File: src/rtl/arbiter_puf_ctrl.sv
// Challenge/response sequencer for an external arbiter-PUF delay chain.
// Every response bit is the majority of N_EVAL launches, each on a per-bit rotated challenge.
module arbiter_puf_ctrl #(
    parameter int N_STAGES   = 64,
    parameter int RESP_BITS  = 8,
    parameter int N_EVAL     = 7,
    parameter int SETTLE_CYC = 4,
    localparam int UW        = $clog2(RESP_BITS + 1)
) (
    input  logic                 s00_axi_aclk,
    input  logic                 s00_axi_aresetn,
    input  logic                 start,
    input  logic [N_STAGES-1:0]  challenge_in,
    output logic                 busy,
    output logic                 done,
    output logic [RESP_BITS-1:0] response,
    output logic [UW-1:0]        unstable,
    output logic [N_STAGES-1:0]  chal_out,
    output logic                 launch,
    output logic                 arb_clr,
    input  logic                 arb_bit
);
    // state  | meaning
    // IDLE   | waiting for start     SETUP | arb_clr pulse, challenge applied
    // SETTLE | launch high, sample   RELAX | launch low, chain recovers
    // VOTE   | majority of one bit   DONE  | results published, done pulse
    typedef enum logic [2:0] {
        S_IDLE, S_SETUP, S_SETTLE, S_RELAX, S_VOTE, S_DONE
    } state_t;

    localparam int KW  = $clog2(RESP_BITS + 1);
    localparam int EW  = $clog2(N_EVAL + 1);
    localparam int TW  = $clog2(SETTLE_CYC + 1);
    localparam int MAJ = (N_EVAL + 1) / 2;

    state_t               r_state;
    logic [N_STAGES-1:0]  r_chal;
    logic [KW-1:0]        r_k;
    logic [EW-1:0]        r_eval;
    logic [EW-1:0]        r_ones;
    logic [TW-1:0]        r_timer;
    logic [RESP_BITS-1:0] r_resp_stage;
    logic [UW-1:0]        r_unst_stage;
    logic [RESP_BITS-1:0] r_response;
    logic [UW-1:0]        r_unstable;
    logic                 r_busy;
    logic                 r_done;
    logic                 r_launch;
    logic                 r_arb_clr;

    logic                 w_vote_bit;
    logic                 w_split;
    logic [RESP_BITS-1:0] w_resp_next;
    logic [UW-1:0]        w_unst_next;
    logic [KW-1:0]        w_k_next;
    logic [N_STAGES-1:0]  w_chal_rot;

    always_comb begin
        w_vote_bit  = (r_ones >= EW'(MAJ));
        w_split     = (r_ones != '0) && (r_ones != EW'(N_EVAL));
        w_resp_next = r_resp_stage | (RESP_BITS'(w_vote_bit) << r_k);
        w_unst_next = r_unst_stage + UW'(w_split);
        w_k_next    = r_k + 1'b1;
        // Rotating the working copy by one per bit equals rotating the base by k.
        w_chal_rot  = (r_chal << 1) | (r_chal >> (N_STAGES - 1));
    end

    always_ff @(posedge s00_axi_aclk) begin
        if (!s00_axi_aresetn) begin
            r_state      <= S_IDLE;
            r_chal       <= '0;
            r_k          <= '0;
            r_eval       <= '0;
            r_ones       <= '0;
            r_timer      <= '0;
            r_resp_stage <= '0;
            r_unst_stage <= '0;
            r_response   <= '0;
            r_unstable   <= '0;
            r_busy       <= 1'b0;
            r_done       <= 1'b0;
            r_launch     <= 1'b0;
            r_arb_clr    <= 1'b0;
        end else begin
            case (r_state)
                S_IDLE: begin
                    if (start) begin
                        r_chal       <= challenge_in;
                        r_k          <= '0;
                        r_eval       <= '0;
                        r_ones       <= '0;
                        r_resp_stage <= '0;
                        r_unst_stage <= '0;
                        r_busy       <= 1'b1;
                        r_arb_clr    <= 1'b1;
                        r_state      <= S_SETUP;
                    end
                end
                S_SETUP: begin
                    r_arb_clr <= 1'b0;
                    r_launch  <= 1'b1;
                    r_timer   <= TW'(SETTLE_CYC - 1);
                    r_state   <= S_SETTLE;
                end
                S_SETTLE: begin
                    if (r_timer == '0) begin
                        r_ones   <= r_ones + EW'(arb_bit);
                        r_eval   <= r_eval + 1'b1;
                        r_launch <= 1'b0;
                        r_timer  <= TW'(SETTLE_CYC - 1);
                        r_state  <= S_RELAX;
                    end else begin
                        r_timer <= r_timer - 1'b1;
                    end
                end
                S_RELAX: begin
                    if (r_timer == '0) begin
                        if (r_eval < EW'(N_EVAL)) begin
                            r_arb_clr <= 1'b1;
                            r_state   <= S_SETUP;
                        end else begin
                            r_state <= S_VOTE;
                        end
                    end else begin
                        r_timer <= r_timer - 1'b1;
                    end
                end
                S_VOTE: begin
                    r_resp_stage <= w_resp_next;
                    r_unst_stage <= w_unst_next;
                    r_ones       <= '0;
                    r_eval       <= '0;
                    r_k          <= w_k_next;
                    if (w_k_next == KW'(RESP_BITS)) begin
                        r_response <= w_resp_next;
                        r_unstable <= w_unst_next;
                        r_done     <= 1'b1;
                        r_state    <= S_DONE;
                    end else begin
                        r_chal    <= w_chal_rot;
                        r_arb_clr <= 1'b1;
                        r_state   <= S_SETUP;
                    end
                end
                S_DONE: begin
                    r_done  <= 1'b0;
                    r_busy  <= 1'b0;
                    r_state <= S_IDLE;
                end
                default: r_state <= S_IDLE;
            endcase
        end
    end

    assign busy     = r_busy;
    assign done     = r_done;
    assign response = r_response;
    assign unstable = r_unstable;
    assign chal_out = r_chal;
    assign launch   = r_launch;
    assign arb_clr  = r_arb_clr;

endmodule

File: config.mk
export PLATFORM = sky130hd
export DESIGN_NAME = arbiter_puf_ctrl
export DESIGN_NICKNAME = d
export VERILOG_FILES = /design/src/rtl/arbiter_puf_ctrl.sv
export SDC_FILE = /design/constraint.sdc
export NUM_CORES = 1
export LEC_CHECK = 0
export ABC_AREA = 1
export CORE_MARGIN = 2
export CORE_UTILIZATION = 30
export DETAILED_ROUTE_END_ITERATION = 10
export DONT_BUFFER_PORTS = 1
export SETUP_SLACK_MARGIN = 0.3
export SLEW_MARGIN = 40
export SYNTH_ARGS = -nofsm -noshare
export SYNTH_HDL_FRONTEND = slang
export SYNTH_SLANG_ARGS = --single-unit
File: constraint.sdc
create_clock -name s00_axi_aclk -period 2.5 [get_ports s00_axi_aclk]
set_clock_uncertainty 0.05 [all_clocks]
set_input_delay 0.25 -clock s00_axi_aclk [delete_from_list [all_inputs] [get_ports s00_axi_aclk]]
set_output_delay 0.25 -clock s00_axi_aclk [all_outputs]
set_load 0.02 [all_outputs]
==> run metrics, run 1 <==
die height approximately 140 microns; #FFs+latches synth between 100 and 150; WP buf/inv 3; first-pass GRT wire length 22500 microns; worst-path cell chain inv_2 -> nand3_2 -> nand2_2 -> inv_6 -> buf_12 -> nand3_1 -> nand2_1 -> nor2_1; cells after synthesis 889; fin nets between 900 and 1000; Final setup viols 0; number of cell rows 50; vias in the first global route 4476; Area after DPL 5690 sq um; status complete, no violations; period utilization about three quarters; area delta synth->final 7.96%; CTS HTree Levels 3; ant diodes 0; post-route DRC violation count 0; Synth Warn # 0; FMAX between 0.5 and 0.6 GHz; vias per cell between 4 and 5; highest routed layer met4; Seq pwr share between 40% and 50%; clock root cell clkbuf_16; Leak Pwr around 3.0 nW; Max-cap violations 0; Pwr Density approximately 1000 nW/um^2; clk buf depth 2; Slowest-stage cell, CP dfxtp_1; Crit Path Class reg -> reg; DRT antenna net count 0; met2 wire len ~6000 microns; Max Slew Vio Count 0; Final Instance Area approximately 6100 sq um; via count between 5000 and 6000; clock sink total between 100 and 150; Seq/Total Area, Yosys roughly two fifths; GP Congestion ~0.78; gr ovfl total 0; Total Routing Usage GR 14.0%; Worst EP required around 2700 ps; crit path time final between 1500 and 2000 ps; CP endpoint kind flip-flop; Pint approximately 0.0037 W; Final HPWL DP between 8000 and 9000 microns; clock power share 25.8%; post-synthesis cell type count 30; Hold Path Class in -> reg; RSZ-0062 raised after global routing no; Net Sw Power 0.00263 W; drt first pass iters 4; Post-Route M1 WL just under 7000 microns; IO Pins roughly 150; combinational power share 26.3%; CP peak stage delay ~460 ps; setup TNS 0 ps; Mapped Avg Cell Area about 6.3 sq um; CTS clk-pin slew, worst paths roughly 80 ps; wirelength, routed ~14000 microns; worst-margin pin slew about 660 ps; largest net degree at the start of global routing between 80 and 90; DIE WIDTH roughly 140 microns; Synth Cell Area 5610 sq um; Max-slew headroom between 50% and 60%; drt initial violations approximately 250; TritonCTS Buffers 9; Post-CTS Setup Inserts 0; peak supply drop 499 uV; core area ~19000 sq um; WL/cell ~13 microns; switching portion of total power between 40% and 50%; syn_nets between 900 and 1000; effective utilization at floorplan just over 30%; latest clock arrival within the worst-skew pair approximately 360 ps; Setup crit start kind flip-flop; crit-path max FO 64; antenna violations before repair 0; Port Buffer Count 0; layout cells sized above 1 under 10%; met3 WL 901 microns; Hold Vio Cnt, Final 0; Crit path arrival time ~2100 ps; die area approximately 20000 sq um; CTS tree built; crit-path leading delay family buffers and inverters
==> repair_timing <==
item	CTS	global route
hold buffers	1	0
hold endpoints to repair	82	0
resized for setup	0	1
endpoints found under the setup margin	0	11
==> placed cells by master (no fill, tap or decap), types with 3 or more instances in the layout <==
cell	instances
a21oi_1	90
a22oi_1	4
buf_12	3
buf_4	5
clkbuf_16	9
dfxtp_1	108
ha_1	8
inv_1	84
nand2_1	300
nand3_1	77
nand4_1	4
nor2_1	113
nor3_1	7
o21ai_0	8
o21ai_1	7
o21bai_1	4
xor2_1	3
==> flip-flops by register name (all words and copies together), names as in the netlist <==
| register | count |
|---|---|
| chal_out | 64 |
| r_resp_stage | 8 |
| response | 8 |
| r_k | 4 |
| r_unst_stage | 4 |
| unstable | 4 |
| r_eval | 3 |
| r_ones | 3 |
| r_state | 3 |
| r_timer | 3 |
| arb_clr | 1 |
| busy | 1 |
| done | 1 |
| launch | 1 |
==> cell usage after synthesis (all sizes together) <==
| library cell | count | area (sq um) |
|---|---|---|
| nand4 | 5 | 37.5 |
| or2 | 2 | 12.5 |
| o22ai | 1 | 6.26 |
| nand2 | 302 | 1140 |
| nand3 | 78 | 395 |
| a31oi | 1 | 6.26 |
| nor3 | 7 | 35.0 |
| o21bai | 4 | 30.0 |
| inv | 87 | 327 |
| clkbuf | 12 | 45.0 |
| ha | 8 | 100 |
| dfxtp | 108 | 2160 |
| clkinv | 1 | 3.75 |
| nor2 | 115 | 442 |
| o21ai | 15 | 75.1 |
| xor2 | 3 | 26.3 |
| a22oi | 4 | 30.0 |
| o31ai | 1 | 7.51 |
| a21oi | 90 | 450 |
| buf | 45 | 280 |
==> kinds of logic after synthesis <==
| kind of cell | synth area share, % |
|---|---|
| flops | 38.5 |
| buf+inv | 11.7 |
| fa+ha+maj | 1.78 |
| compound gates | 10.8 |
| simple gates | 36.7 |
| xor+xnor | 0.468 |
==> final timing paths <==
kind	to	startpoint	slack (ps)	cells past startpoint
hold reg to reg	r_unst_stage[0]$_SDFFE_PN0P_	r_unst_stage[0]$_SDFFE_PN0P_	420	2
hold / removal	done$_SDFFE_PN0P_	s00_axi_aresetn	20	2
setup reg to reg	chal_out[11]$_SDFFE_PN0P_	r_state[2]$_SDFFE_PN0P_	580	8
setup / recovery	chal_out[11]$_SDFFE_PN0P_	r_state[2]$_SDFFE_PN0P_	580	8
==> power by group through the flow <==
stage	logic (W)	clock network, W	registers (W)
6_report	0.00166	0.00163	0.00304
3_3_place_gp	0.00163	0	0.00308
2_1_floorplan	0.00145	0	0.00294
3_5_place_dp	0.00165	0	0.00308
4_1_cts	0.00169	0.00169	0.00305
5_1_grt	0.00196	0.00176	0.00310
==> stage by stage <==
| stage | utilization, % | hold slack, ps | power [W] | std cells | setup slack, ps |
|---|---|---|---|---|---|
| 6_report | 32.7 | 24.1 | 0.00634 | 1091 | 576 |
| 5_1_grt | 32.7 | 14.7 | 0.00682 | 1091 | 347 |
| 4_1_cts | 32.7 | 7.04 | 0.00643 | 1091 | 480 |
| 3_5_place_dp | 30.7 | 336 | 0.00474 | 1074 | 520 |
| 3_3_place_gp | 30.7 | 333 | 0.00472 | 1074 | 567 |
| 2_1_floorplan | - | 394 | 0.00439 | 889 | 988 |
==> per-layer routing <==
layer | vias up | GRT usage (%)
met5 | - | 0
met2 | 119 | 22.3
met1 | 2251 | 18.4
met3 | 13 | 3.74
met4 | 0 | 4.84
li1 | 2706 | -
==> layout make-up <==
type | instances | area, sq um
multi-input cells | 636 | 2800
inverters | 88 | 335
well taps | 234 | 293
fillers | 2078 | 12500
clock inverters | 7 | 115
repair buffers | 9 | 125
clock buffers | 9 | 225
flip-flops and latches | 108 | 2160
==> worst register-to-register path: cells and delay by family, from the launching register on <==
| family | cells | cell delay, ps |
|---|---|---|
| buffers and inverters | 3 | 680 |
| AND/OR/NAND/NOR | 5 | 610 |
| flip-flops | 1 | 460 |
(Power assumes the default switching activity.)
==> inputs of run 2 (changes only) <==
Clock period 2.5 ns to 1.6 ns, I/O delays scaled along.
==> run metrics, run 2 (synthesis results as in run 1) <==
WHS Path Cells 2 (unchanged); antenna violations before repair 0 (unchanged); drt first pass iters 4 (unchanged); RSZ-0062 raised after global routing yes; Worst EP required 1800 ps (-890 ps); Critical path origin r_state[0]$_SDFFE_PN0P_; commonest cells after routing, fill and taps aside nand2_1, nor2_1, dfxtp_1; total power 0.0101 W (+59%); latest clock arrival within the worst-skew pair 350 ps (about the same); Max Slew Vio Count 0 (unchanged); TritonCTS Buffers 9 (unchanged); largest net degree at the start of global routing 86 (+3.6%); core area 18500 sq um (unchanged); vias in the first global route 4748 (+6.1%); CTS clk-pin slew, worst paths 80 ps (about the same); hold_ws -130 ps (-154 ps); ant diodes 0 (unchanged); Setup crit start kind flip-flop; DIE WIDTH 141 microns (unchanged); Port Buffer Count 0 (unchanged); failing checks negative hold slack; area delta synth->final 20.0%; status finished with violations; Final setup viols 0 (unchanged); Reg2Reg Launch Point r_state[0]$_SDFFE_PN0P_; CTS tree built; die height 141 microns (unchanged); Total Routing Usage GR 14.7% (+0.66 points); peak supply drop 705 uV (+41%); number of cell rows 50 (unchanged); Area after DPL 5910 sq um (+3.9%); Finished Layout Cells 1120 (+2.7%); post-route DRC violation count 0 (unchanged); clock root cell clkbuf_16; WL/cell 13.2 microns (+3.0%); effective utilization at floorplan 30.3% (unchanged); GP Congestion 0.821 (+5.7%); layout cells sized above 1 15.3% (+11 points); IO Pins 148 (unchanged); Pwr Density 1500 nW/um^2 (+43%); Crit path arrival time 1740 ps (-380 ps); most common cell after layout, fill and taps aside nand2_1; drt initial violations 213 (-16%); FMAX 0.646 GHz (+24%); Hold Path Origin s00_axi_aresetn; Hold Vio Cnt, Final 54 (+54); CTS HTree Levels 3 (unchanged); R2R cell count 8 (unchanged); crit path time final 1550 ps (-377 ps); R2R Setup Slk 50 ps (-520 ps); clock sink total 108 (unchanged); first-pass GRT wire length 23900 microns (+6.1%); Max-cap violations 0 (unchanged); fin nets 957 (+3.1%); clk buf depth 2 (unchanged); Leak Pwr 3.24 nW (+8.6%); CP endpoint kind flip-flop; dpl ws 39.1 ps (-481 ps); die area 19800 sq um (unchanged); Hold Path Class in -> reg; vias per cell 4.69 (+0.45%); WHS Endpoint chal_out[25]$_SDFFE_PN0P_; Final HPWL DP 9020 microns (+0.90%); via count 5248 (+3.1%); FF-to-FF End chal_out[55]$_SDFFE_PN0P_; period utilization 96.7% (+20 points); max FFs per register 64 (unchanged); Post-Place Cells 1086 (+1.1%); worst-margin pin slew 424 ps (-235 ps); post-route setup slack 52.9 ps (-523 ps); Max-slew headroom 71.5% (+15 points); gr ovfl total 0 (unchanged); wirelength, routed 14800 microns (+5.8%); Final Instance Area 6730 sq um (+11%); DRT antenna net count 0 (unchanged); Crit Path Class reg -> reg; crit-path max FO 25 (-61%)
[run 2: cell count changes in the layout (fill, tap and decap cells not counted), moves of 4 or more]
cell	delta
dfxtp_1	-10
a21oi_2	+30
nor2_1	-9
o21ai_2	+4
buf_12	+6
nor2_4	+4
buf_4	+12
nand2_1	-10
nor2_2	+5
dfxtp_2	+6
nand2_2	+9
dfxtp_4	+4
a21oi_1	-30
[run 2: final cells by class]
class,count,area [sq um]
clock inverters,7,75.1
repair inverters,1,16.3
well taps,234,293
multi-input cells,636,3060
clock buffers,9,225
repair buffers,37,532
flip-flops and latches,108,2180
inverters,88,350
fillers,1963,11800
[run 2: how the worst max path moves through the flow]
stage                                 to  depth (start not counted)
4_1_cts        chal_out[54]$_SDFFE_PN0P_                          8
3_5_place_dp   chal_out[52]$_SDFFE_PN0P_                          7
5_1_grt        chal_out[55]$_SDFFE_PN0P_                          8
2_1_floorplan   chal_out[0]$_SDFFE_PN0P_                          8
3_3_place_gp           done$_SDFFE_PN0P_                          6
6_report       chal_out[55]$_SDFFE_PN0P_                          8
[run 2: power breakdown]
| part | leakage, nW | internal (W) | switching, W |
|---|---|---|---|
| clock network | 0.145 | 0.00112 | 0.00114 |
| logic | 2.20 | 0.00131 | 0.00176 |
| registers | 0.894 | 0.00338 | 0.00139 |
[run 2: stage by stage]
step / TNS [ps] / util, %
final: 0 / 36.4
after global routing: -1180 / 36.4
after CTS: 0 / 35.4
after detailed placement: 0 / 31.9
after global placement: 0 / 31.9
after floorplan: 0 / -
[run 2: worst max-delay path, cell delays in order (launching register included)]
cell and delay (ps):
dfxtp_4 370, nor2_4 180, nand2_4 100, inv_6 100
nand4_4 90, buf_12 180, buf_12 170, a21oi_2 140
nor2_2 60
[run 2: timing repair]
item	CTS	global route
gates cloned	3	2
setup buffers	12	1
endpoints found under the hold margin	85	84
pin swaps	11	12
endpoints found under the setup margin	100	108
gates resized for setup	47	33
[run 2: per-layer routing]
layer | global-route usage (%) | up-vias | wire, microns
li1 | - | 2763 | -
met4 | 3.37 | 0 | 147
met2 | 24.2 | 106 | 6710
met5 | 0 | - | 0
met1 | 19.3 | 2371 | 7130
met3 | 3.77 | 8 | 824
==> inputs of run 3 (changes only) <==
Settings changed: CTS_BUF_LIST set to sky130_fd_sc_hd__clkbuf_8.
==> run metrics, run 3 (synthesis results as in run 1) <==
DIE WIDTH 141 microns (unchanged); gr ovfl total 0 (unchanged); Hold Path Class in -> reg; FF-to-FF End chal_out[6]$_SDFFE_PN0P_; Worst EP required 1830 ps (+30 ps); crit-path max FO 12 (-52%); latest clock arrival within the worst-skew pair 390 ps (+40 ps); CTS HTree Levels 3 (unchanged); clock root cell clkbuf_8; Max Slew Vio Count 0 (unchanged); fin nets 972 (+1.6%); worst-margin pin slew 432 ps (+8.08 ps); vias per cell 4.79 (+2.2%); R2R Setup Slk 50 ps (about the same); drt first pass iters 6 (+2); WP buf/inv 3 (unchanged); Final HPWL DP 9020 microns (unchanged); clk buf depth 2 (unchanged); clock sink total 108 (unchanged); core area 18500 sq um (unchanged); number of cell rows 50 (unchanged); Reg2Reg Launch Point r_state[0]$_SDFFE_PN0P_; Leak Pwr 3.42 nW (+5.5%); wirelength, routed 16900 microns (+14%); GP Congestion 0.821 (unchanged); first-pass GRT wire length 26600 microns (+12%); RSZ-0062 raised after global routing yes; antenna violations before repair 0 (unchanged); IO Pins 148 (unchanged); die area 19800 sq um (unchanged); CP endpoint kind flip-flop; hold_ws -186 ps (-55.8 ps); via count 5437 (+3.6%); area delta synth->final 29.4%; Port Buffer Count 0 (unchanged); post-route setup slack 48.2 ps (-4.65 ps); Pwr Density 1500 nW/um^2 (about the same); Total Routing Usage GR 16.7% (+2.1 points); commonest cells after routing, fill and taps aside nand2_1, nor2_1, dfxtp_1; dpl ws 39.1 ps (unchanged); most common cell after layout, fill and taps aside nand2_1; Setup crit start kind flip-flop; post-route DRC violation count 0 (unchanged); Layout Utilization 39.2% (+2.9 points); R2R cell count 8 (unchanged); drt initial violations 245 (+15%); Crit path arrival time 1790 ps (+50 ps); Hold Vio Cnt, Final 88 (+63%); status finished with violations; FMAX 0.644 GHz (-0.30%); Fillers 1929 (-1.7%); effective utilization at floorplan 30.3% (unchanged); peak supply drop 620 uV (-12%); period utilization 97.0% (+0.29 points); vias in the first global route 5037 (+6.1%); worst-path cell chain nor2_4 -> nand2_4 -> inv_6 -> nand4_4 -> buf_12 -> clkbuf_16 -> a21oi_1 -> nor2_1; largest net degree at the start of global routing 86 (unchanged); die height 141 microns (unchanged); CTS tree built; WHS Endpoint r_timer[1]$_SDFFE_PN0P_; WL/cell 14.9 microns (+13%); WHS Path Cells 2 (unchanged); Crit Path Class reg -> reg; DRT antenna net count 0 (unchanged); crit path time final 1550 ps (+4.65 ps); CTS clk-pin slew, worst paths 130 ps (+50 ps); ant diodes 0 (unchanged); Max-cap violations 0 (unchanged); Final setup viols 0 (unchanged); failing checks negative hold slack; crit-path leading delay family buffers and inverters; layout cells sized above 1 22.6% (+7.3 points); Max-slew headroom 70.9% (-0.54 points); setup TNS 0 ps (unchanged); Hold Path Origin s00_axi_aresetn; Slowest-stage cell, CP dfxtp_4; max FFs per register 64 (unchanged); CP peak stage delay 390 ps (+20 ps); TritonCTS Buffers 9 (unchanged)
[run 3: where the power goes]
group	internal, W	switching [W]	total (W)
Clock	0.000625	0.00109	0.00171
Combinational	0.00205	0.00231	0.00435
Sequential	0.00338	0.00145	0.00483
[run 3: stage by stage]
stage          instances  power (W)  cell area [sq um]
5_1_grt             1135     0.0116               7260
2_1_floorplan        889    0.00717               5820
3_3_place_gp        1086    0.00761               5910
4_1_cts             1130     0.0105               6870
3_5_place_dp        1086    0.00765               5910
6_report            1135     0.0109               7260
[run 3: final cells by class]
class                           instances  area, sq um  area share, %
Inverter                               88          368           5.07
Clock inverter                          7         75.1           1.03
Timing Repair Buffer                   53          883           12.2
Tap cell                              234          293           4.03
Sequential cell                       108         2190           30.1
Multi-Input combinational cell        636         3330           45.9
Clock buffer                            9          124           1.71
[run 3: metal layers]
metal	part of all wire (%)	track usage, %
met3	6.3	4.21
met1	47	22.3
met2	45	27.0
met4	1.7	4.58
met5	0	0
[run 3: how the worst max path moves through the flow]
| stage | from | end | slack [ps] | cells past startpoint |
|---|---|---|---|---|
| floorplan | r_state[0]$_SDFFE_PN0P_ | chal_out[0]$_SDFFE_PN0P_ | 200 | 8 |
| global placement | r_k[2]$_SDFFE_PN0P_ | done$_SDFFE_PN0P_ | 40 | 6 |
| detailed placement | r_state[0]$_SDFFE_PN0P_ | chal_out[52]$_SDFFE_PN0P_ | 40 | 7 |
| CTS | r_state[1]$_SDFFE_PN0P_ | chal_out[62]$_SDFFE_PN0P_ | 100 | 8 |
| global route | r_state[0]$_SDFFE_PN0P_ | chal_out[17]$_SDFFE_PN0P_ | -40 | 7 |
| finish | r_state[0]$_SDFFE_PN0P_ | chal_out[6]$_SDFFE_PN0P_ | 50 | 8 |
[run 3: timing repair]
item                                    CTS  global route
setup buffers                            19             2
cloned                                    9             3
hold endpoints to repair                 89            89
endpoints found under the setup margin  102           108
gates resized for setup                 101            80
pin swaps                                17            16
